**src/rtl/one_into_two_panner_pkg.sv**
```systemverilog
// Shared constants and FSM encoding for the mono-to-stereo panner.
// The accept/MUL/DONE sequence and gain widths are fixed by the 8-bit pan law.
package one_into_two_panner_pkg;

  localparam int SUPPORTED_PAN_BITS = 8;
  localparam int GAIN_BITS          = 9;
  localparam int IDX_BITS           = 4;

  typedef enum logic [1:0] {
    IDLE = 2'd0,
    MUL  = 2'd1,
    DONE = 2'd2
  } state_t;

  function automatic int midpoint(input int data_bits);
    return 1 << (data_bits - 1);
  endfunction

endpackage

```
**src/rtl/one_into_two_panner_serial_gain_multiplier.sv**
```systemverilog
// Signed sample times unsigned gain, one gain bit per step, no hardware multiplier.
// The parent sequences clear/step and supplies the bit index.
module serial_gain_multiplier
  import one_into_two_panner_pkg::*;
#(
  parameter int DATA_BITS = 12,
  parameter int ACC_BITS  = DATA_BITS + 10
) (
  input  logic                        clk,
  input  logic                        clear,
  input  logic                        step,
  input  logic [IDX_BITS-1:0]         bit_idx,
  input  logic signed [DATA_BITS-1:0] sample,
  input  logic [GAIN_BITS-1:0]        gain,
  output logic signed [ACC_BITS-1:0]  acc
);

  logic signed [ACC_BITS-1:0] addend;

  always_comb begin
    addend = '0;
    if (gain[bit_idx]) begin
      addend = ACC_BITS'(sample) <<< bit_idx;
    end
  end

  always_ff @(posedge clk) begin
    if (clear) begin
      acc <= '0;
    end else if (step) begin
      acc <= acc + addend;
    end
  end

endmodule

```
**src/rtl/one_into_two_panner.sv**
```systemverilog
// Mono voice sample to left/right pair with programmable pan position.
// Fixed 10-cycle latency: accept, nine shift-add steps, then output register.
module one_into_two_panner
  import one_into_two_panner_pkg::*;
#(
  parameter int DATA_BITS = 12,
  parameter int PAN_BITS  = 8
) (
  input  logic                 clk,
  input  logic                 rst_n,
  input  logic [DATA_BITS-1:0] din,
  input  logic [PAN_BITS-1:0]  pan,
  input  logic                 sample_valid,
  output logic                 busy,
  output logic [DATA_BITS-1:0] dout_l,
  output logic [DATA_BITS-1:0] dout_r,
  output logic                 dout_valid,
  output logic                 overrun
);

  localparam int ACC_BITS = DATA_BITS + 10;
  localparam logic [DATA_BITS-1:0]       MID     = DATA_BITS'(midpoint(DATA_BITS));
  localparam logic signed [ACC_BITS-1:0] MID_ACC = ACC_BITS'(midpoint(DATA_BITS));

  generate
    if (PAN_BITS != SUPPORTED_PAN_BITS) begin : g_bad_pan_bits
      $error("one_into_two_panner: PAN_BITS must be 8");
    end
  endgenerate

  // Floor-scale the product back by 256 and restore the offset-binary midpoint.
  function automatic logic [DATA_BITS-1:0] to_offset(input logic signed [ACC_BITS-1:0] p);
    return DATA_BITS'((p >>> SUPPORTED_PAN_BITS) + MID_ACC);
  endfunction

  state_t                      state, state_nxt;
  logic [IDX_BITS-1:0]         bit_idx;
  logic signed [DATA_BITS-1:0] s;
  logic [GAIN_BITS-1:0]        gain_l, gain_r;
  logic signed [ACC_BITS-1:0]  acc_l, acc_r;
  logic                        accept;
  logic                        step;

  assign accept = sample_valid && (state == IDLE);
  assign step   = (state == MUL);

  always_comb begin
    state_nxt = state;
    case (state)
      IDLE:    if (sample_valid) state_nxt = MUL;
      MUL:     if (bit_idx == IDX_BITS'(GAIN_BITS - 1)) state_nxt = DONE;
      DONE:    state_nxt = IDLE;
      default: state_nxt = IDLE;
    endcase
  end

  always_ff @(posedge clk) begin
    if (!rst_n) begin
      state      <= IDLE;
      bit_idx    <= '0;
      busy       <= 1'b0;
      overrun    <= 1'b0;
      dout_valid <= 1'b0;
      dout_l     <= MID;
      dout_r     <= MID;
    end else begin
      state      <= state_nxt;
      dout_valid <= 1'b0;
      if (sample_valid && (state != IDLE)) begin
        overrun <= 1'b1;
      end
      case (state)
        IDLE: begin
          if (sample_valid) begin
            bit_idx <= '0;
            busy    <= 1'b1;
          end
        end
        MUL: bit_idx <= bit_idx + 1'b1;
        DONE: begin
          dout_l     <= to_offset(acc_l);
          dout_r     <= to_offset(acc_r);
          dout_valid <= 1'b1;
          busy       <= 1'b0;
        end
        default: ;
      endcase
    end
  end

  // Operand capture: flipping the midpoint offset yields the signed sample.
  always_ff @(posedge clk) begin
    if (accept) begin
      s      <= $signed(din - MID);
      gain_r <= GAIN_BITS'(pan);
      gain_l <= GAIN_BITS'(9'd256 - GAIN_BITS'(pan));
    end
  end

  serial_gain_multiplier #(
    .DATA_BITS (DATA_BITS),
    .ACC_BITS  (ACC_BITS)
  ) u_mul_l (
    .clk     (clk),
    .clear   (accept),
    .step    (step),
    .bit_idx (bit_idx),
    .sample  (s),
    .gain    (gain_l),
    .acc     (acc_l)
  );

  serial_gain_multiplier #(
    .DATA_BITS (DATA_BITS),
    .ACC_BITS  (ACC_BITS)
  ) u_mul_r (
    .clk     (clk),
    .clear   (accept),
    .step    (step),
    .bit_idx (bit_idx),
    .sample  (s),
    .gain    (gain_r),
    .acc     (acc_r)
  );

endmodule
```
**config.mk**
```make
export PLATFORM = sky130hd
export DESIGN_NAME = one_into_two_panner
export DESIGN_NICKNAME = d
export VERILOG_FILES = /design/src/rtl/one_into_two_panner_pkg.sv /design/src/rtl/one_into_two_panner_serial_gain_multiplier.sv /design/src/rtl/one_into_two_panner.sv
export SDC_FILE = /design/constraint.sdc
export NUM_CORES = 1
export LEC_CHECK = 0
export BUFFER_PORTS_ARGS = -buffer_cell sky130_fd_sc_hd__buf_2
export CORE_MARGIN = 3
export CORE_UTILIZATION = 55
export CTS_CLUSTER_DIAMETER = 150
export DETAILED_ROUTE_END_ITERATION = 8
export PLACE_DENSITY = 0.78
export SYNTH_ARGS = -nofsm -noshare
export SYNTH_HDL_FRONTEND = slang
export SYNTH_SLANG_ARGS = --single-unit
```
**constraint.sdc**
```tcl
create_clock -name clk -period 5.07 [get_ports clk]
set_input_delay 1.521 -clock clk [delete_from_list [all_inputs] [get_ports clk]]
set_output_delay 1.521 -clock clk [all_outputs]
set_load 0.05 [all_outputs]
```
==> qor.csv <==
stage;metric;value;unit
synthesis;Post-synth top cells;106 x nand2_1, 79 x nor2_1, 73 x dfxtp_1, 59 x o21ai_0, 44 x a21oi_1;
synthesis;most common cell in the synthesized netlist;nand2_1;
synthesis;syn_area_per_cell;8.54;µm²
clock_network;Clock transition at path regs;0.10;ns
critical_path;reg-to-reg startpoint;bit_idx[0];
floorplan;Die W;112;µm
synthesis;Synth area leader;dfxtp_1;
sta;final period utilization;86.4;%
floorplan;Die Y;112;µm
sta;Hold Worst Slack;0.463;ns
floorplan;core area;0.0109;mm²
synthesis;async set or reset register ratio after synthesis;0;%
critical_path;r2r endpoint;u_mul_r.acc[16];
hold_path;hold crit path type;flip-flop to flip-flop;
clock_network;clock tree buffer depth;2;
sta;final setup margin;0.689;ns
critical_path;critical path startpoint;bit_idx[0];
pwr;pwr dens;361;mW/mm²
sta;Clock Skew;0.00983;ns
synthesis;Synth Cell Area;0.00618;mm²
placement;# port buffers;49;
synthesis;Synth warnings;0;
synthesis;syn_nets;789;
global_route;initial antenna violation count;0;
synthesis;Post-Syn Instances;723;
placement;Post-DP Area;0.00652;mm²
critical_path;CP Capture Type;flip-flop;
critical_path;critical path fanouts, max;18;
clock_network;clock buffer count from CTS;9;
detailed_routing;Routed WL;14200;µm
placement;DP HPWL;10500;µm
clock_network;CTS tree;built;
sta;Setup TNS Final;0;ns
critical_path;Critical Path End;u_mul_r.acc[16];
placement;post-place setup slack;0.699;ns
sta;worst slew pin tran;1.07;ns
synthesis;share of Yosys cell area claimed by the top area cell type;23.7;%
sta;Max Freq;228;MHz
detailed_routing;routed length per instance;15.8;µm
pwr;Leak Pwr;2.90;nW
synthesis;post-synthesis sequential area ratio;37.3;%
sta;Rel. slew slack;28.7;%
global_route;largest net degree at the start of global routing;61;
final_layout;Multi-input gate area;0.00365;mm²
clock_network;CTS H-tree depth;3;
critical_path;CP required;5.40;ns
clock_network;later-pin clock latency in the skew report;0.39;ns
sta;final hold vios;0;
floorplan;starting density of the core;56.7;%
run_status;outcome;finished, final reports clean;
detailed_routing;DRT iter0 DRCs;454;
detailed_routing;drt pass-1 iters;7;
final_layout;register area;0.00230;mm²
critical_path;CP Class;flip-flop to flip-flop;
synthesis;top cells by area, synth;dfxtp_1 24%, edfxtp_1 14%, ha_1 8.3%;
flow_run;max-cap viol count;0;
final_layout;post-route cell area;0.00672;mm²
detailed_routing;Vias;5199;
floorplan;row count;38;
detailed_routing;Residual DRC;0;
global_route;first-pass GRT wire length;23900;µm
clock_network;root buffer cell;clkbuf_8;
pwr;Max IR drop VDD;0.236;mV
clock_network;Post-CTS Hold Buffers;0;
clock_network;Setup Fix Bufs, Post-CTS;0;
critical_path;Data arrival, critical path;4.71;ns
synthesis;Netlist cell types;57;
sta;RSZ-0062 raised after global routing;no;
critical_path;R2R cell count;14;
floorplan;I/O Pins;50;
synthesis;FF+latch count, synth;101;
sta;max-slew violations;0;
clock_network;clk sink count;101;
floorplan;die area;0.0125;mm²
synthesis;Post-synth top flop;dfxtp_1;
sta;min Tclk post-route;4.38;ns
pwr;Power, Total;2.43;mW
global_route;total grt overflow;0;
detailed_routing;Vias/cell;5.78;
final_layout;fin nets;820;
critical_path;Worst Setup Start Kind;flip-flop;
final_layout;Area Overhead vs Synth;8.87;%
placement;GP Congestion;0.889;
synthesis;number of enable flip-flop cells after synthesis;28;
final_layout;share of cells above drive strength 1;12.6;%
global_route;Total Routing Usage GR;23.5;%
clock_network;Post-CTS Resized;0;
detailed_routing;ANT nets after route;0;
sta;setup violators final;0;
critical_path;r2r setup slk;0.69;ns
final_layout;ANT cells;0;
global_route;vias in the first global route;5019;
final_layout;FILL cells;917;
[cells in the final DEF (no fill, tap or decap), drive strengths merged, types with 5 or more instances in the layout]
| cell type | count |
|---|---|
| a21o | 24 |
| nor3 | 11 |
| a21boi | 24 |
| or3 | 5 |
| and3 | 6 |
| nor2 | 79 |
| xnor2 | 22 |
| dfxtp | 73 |
| inv | 22 |
| o21ai | 60 |
| nor2b | 7 |
| ha | 41 |
| buf | 59 |
| edfxtp | 28 |
| xor2 | 15 |
| a211oi | 5 |
| nand3 | 25 |
| a211o | 5 |
| mux2i | 12 |
| a21oi | 45 |
| a31oi | 8 |
| mux4 | 7 |
| clkbuf | 11 |
| nand2 | 106 |
| nand2b | 5 |
[cell type report]
class | instances | share of cell area (%)
inverters | 20 | 1.12
clock buffers | 11 | 2.12
flip-flops and latches | 101 | 34.2
clock inverters | 5 | 0.856
multi-input cells | 563 | 54.3
repair buffers | 59 | 4.76
well taps | 140 | 2.61
[cell families after synthesis]
logic type               count (synthesis)  share of synthesized area, %
multiplexers                            22                          5.04
flip-flops                             101                          37.3
adder cells (fa/ha/maj)                 43                          8.95
XOR/XNOR                                37                          5.25
buffers and inverters                   59                          3.65
AND/OR/NAND/NOR                        259                          18.2
AO/OA/AOI/OAI                          202                          21.6
[layer usage]
layer / wire [µm] / global-route usage (%) / share of wire [%] / up-vias
met3: 600 / 3.21 / 4.2 / 22
met5: 0 / 0 / 0 / -
li1: - / - / - / 2633
met1: 6500 / 30.3 / 46 / 2413
met2: 6730 / 40.2 / 47 / 131
met4: 341 / 9.21 / 2.4 / 0
[sequential cells by signal, indices dropped and copies added, names as in the netlist]
name	count
state	2
u_mul_r.acc	20
s	12
overrun	1
u_mul_l.acc	20
busy	1
dout_l	12
bit_idx	4
gain_l	9
dout_valid	1
gain_r	7
dout_r	12
[critical path, cell delays in order, from the launching register on]
cell       delay (ns)
dfxtp_1          0.48
mux4_2           0.53
nor2_1           0.09
or3_1            0.50
nor2_1           0.17
fa_1             0.46
a21o_1           0.18
a21oi_1          0.23
o21bai_1         0.11
a2111oi_0        0.46
nor2_1           0.20
a41oi_1          0.35
a21oi_1          0.12
or3_1            0.36
nand3_1          0.08
[how the worst min path moves through the flow]
| stage | slack (ns) | cells past startpoint | start | endpoint |
|---|---|---|---|---|
| 6_report | 0.46 | 2 | dout_r[5] | dout_r[5] |
| 5_1_grt | 0.49 | 2 | u_mul_l.acc[3] | u_mul_l.acc[3] |
| 4_1_cts | 0.47 | 2 | dout_r[5] | dout_r[5] |
| 3_5_place_dp | 0.46 | 2 | dout_r[5] | dout_r[5] |
| 3_3_place_gp | 0.44 | 2 | u_mul_r.acc[7] | u_mul_r.acc[7] |
| 2_1_floorplan | 0.43 | 2 | u_mul_l.acc[5] | u_mul_l.acc[5] |
[through the flow]
stage | utilization, % | std cells
detailed placement | 59.9 | 883
global placement | 59.9 | 883
floorplan | - | 723
CTS | 61.8 | 899
global route | 61.8 | 899
finish | 61.8 | 899
[power breakdown]
part / switching [mW] / internal [mW] / total [mW]
clock network: 0.289 / 0.245 / 0.535
registers: 0.0931 / 0.949 / 1.04
logic: 0.491 / 0.360 / 0.850
total: 0.873 / 1.55 / 2.43
(Power assumes the default switching activity.)
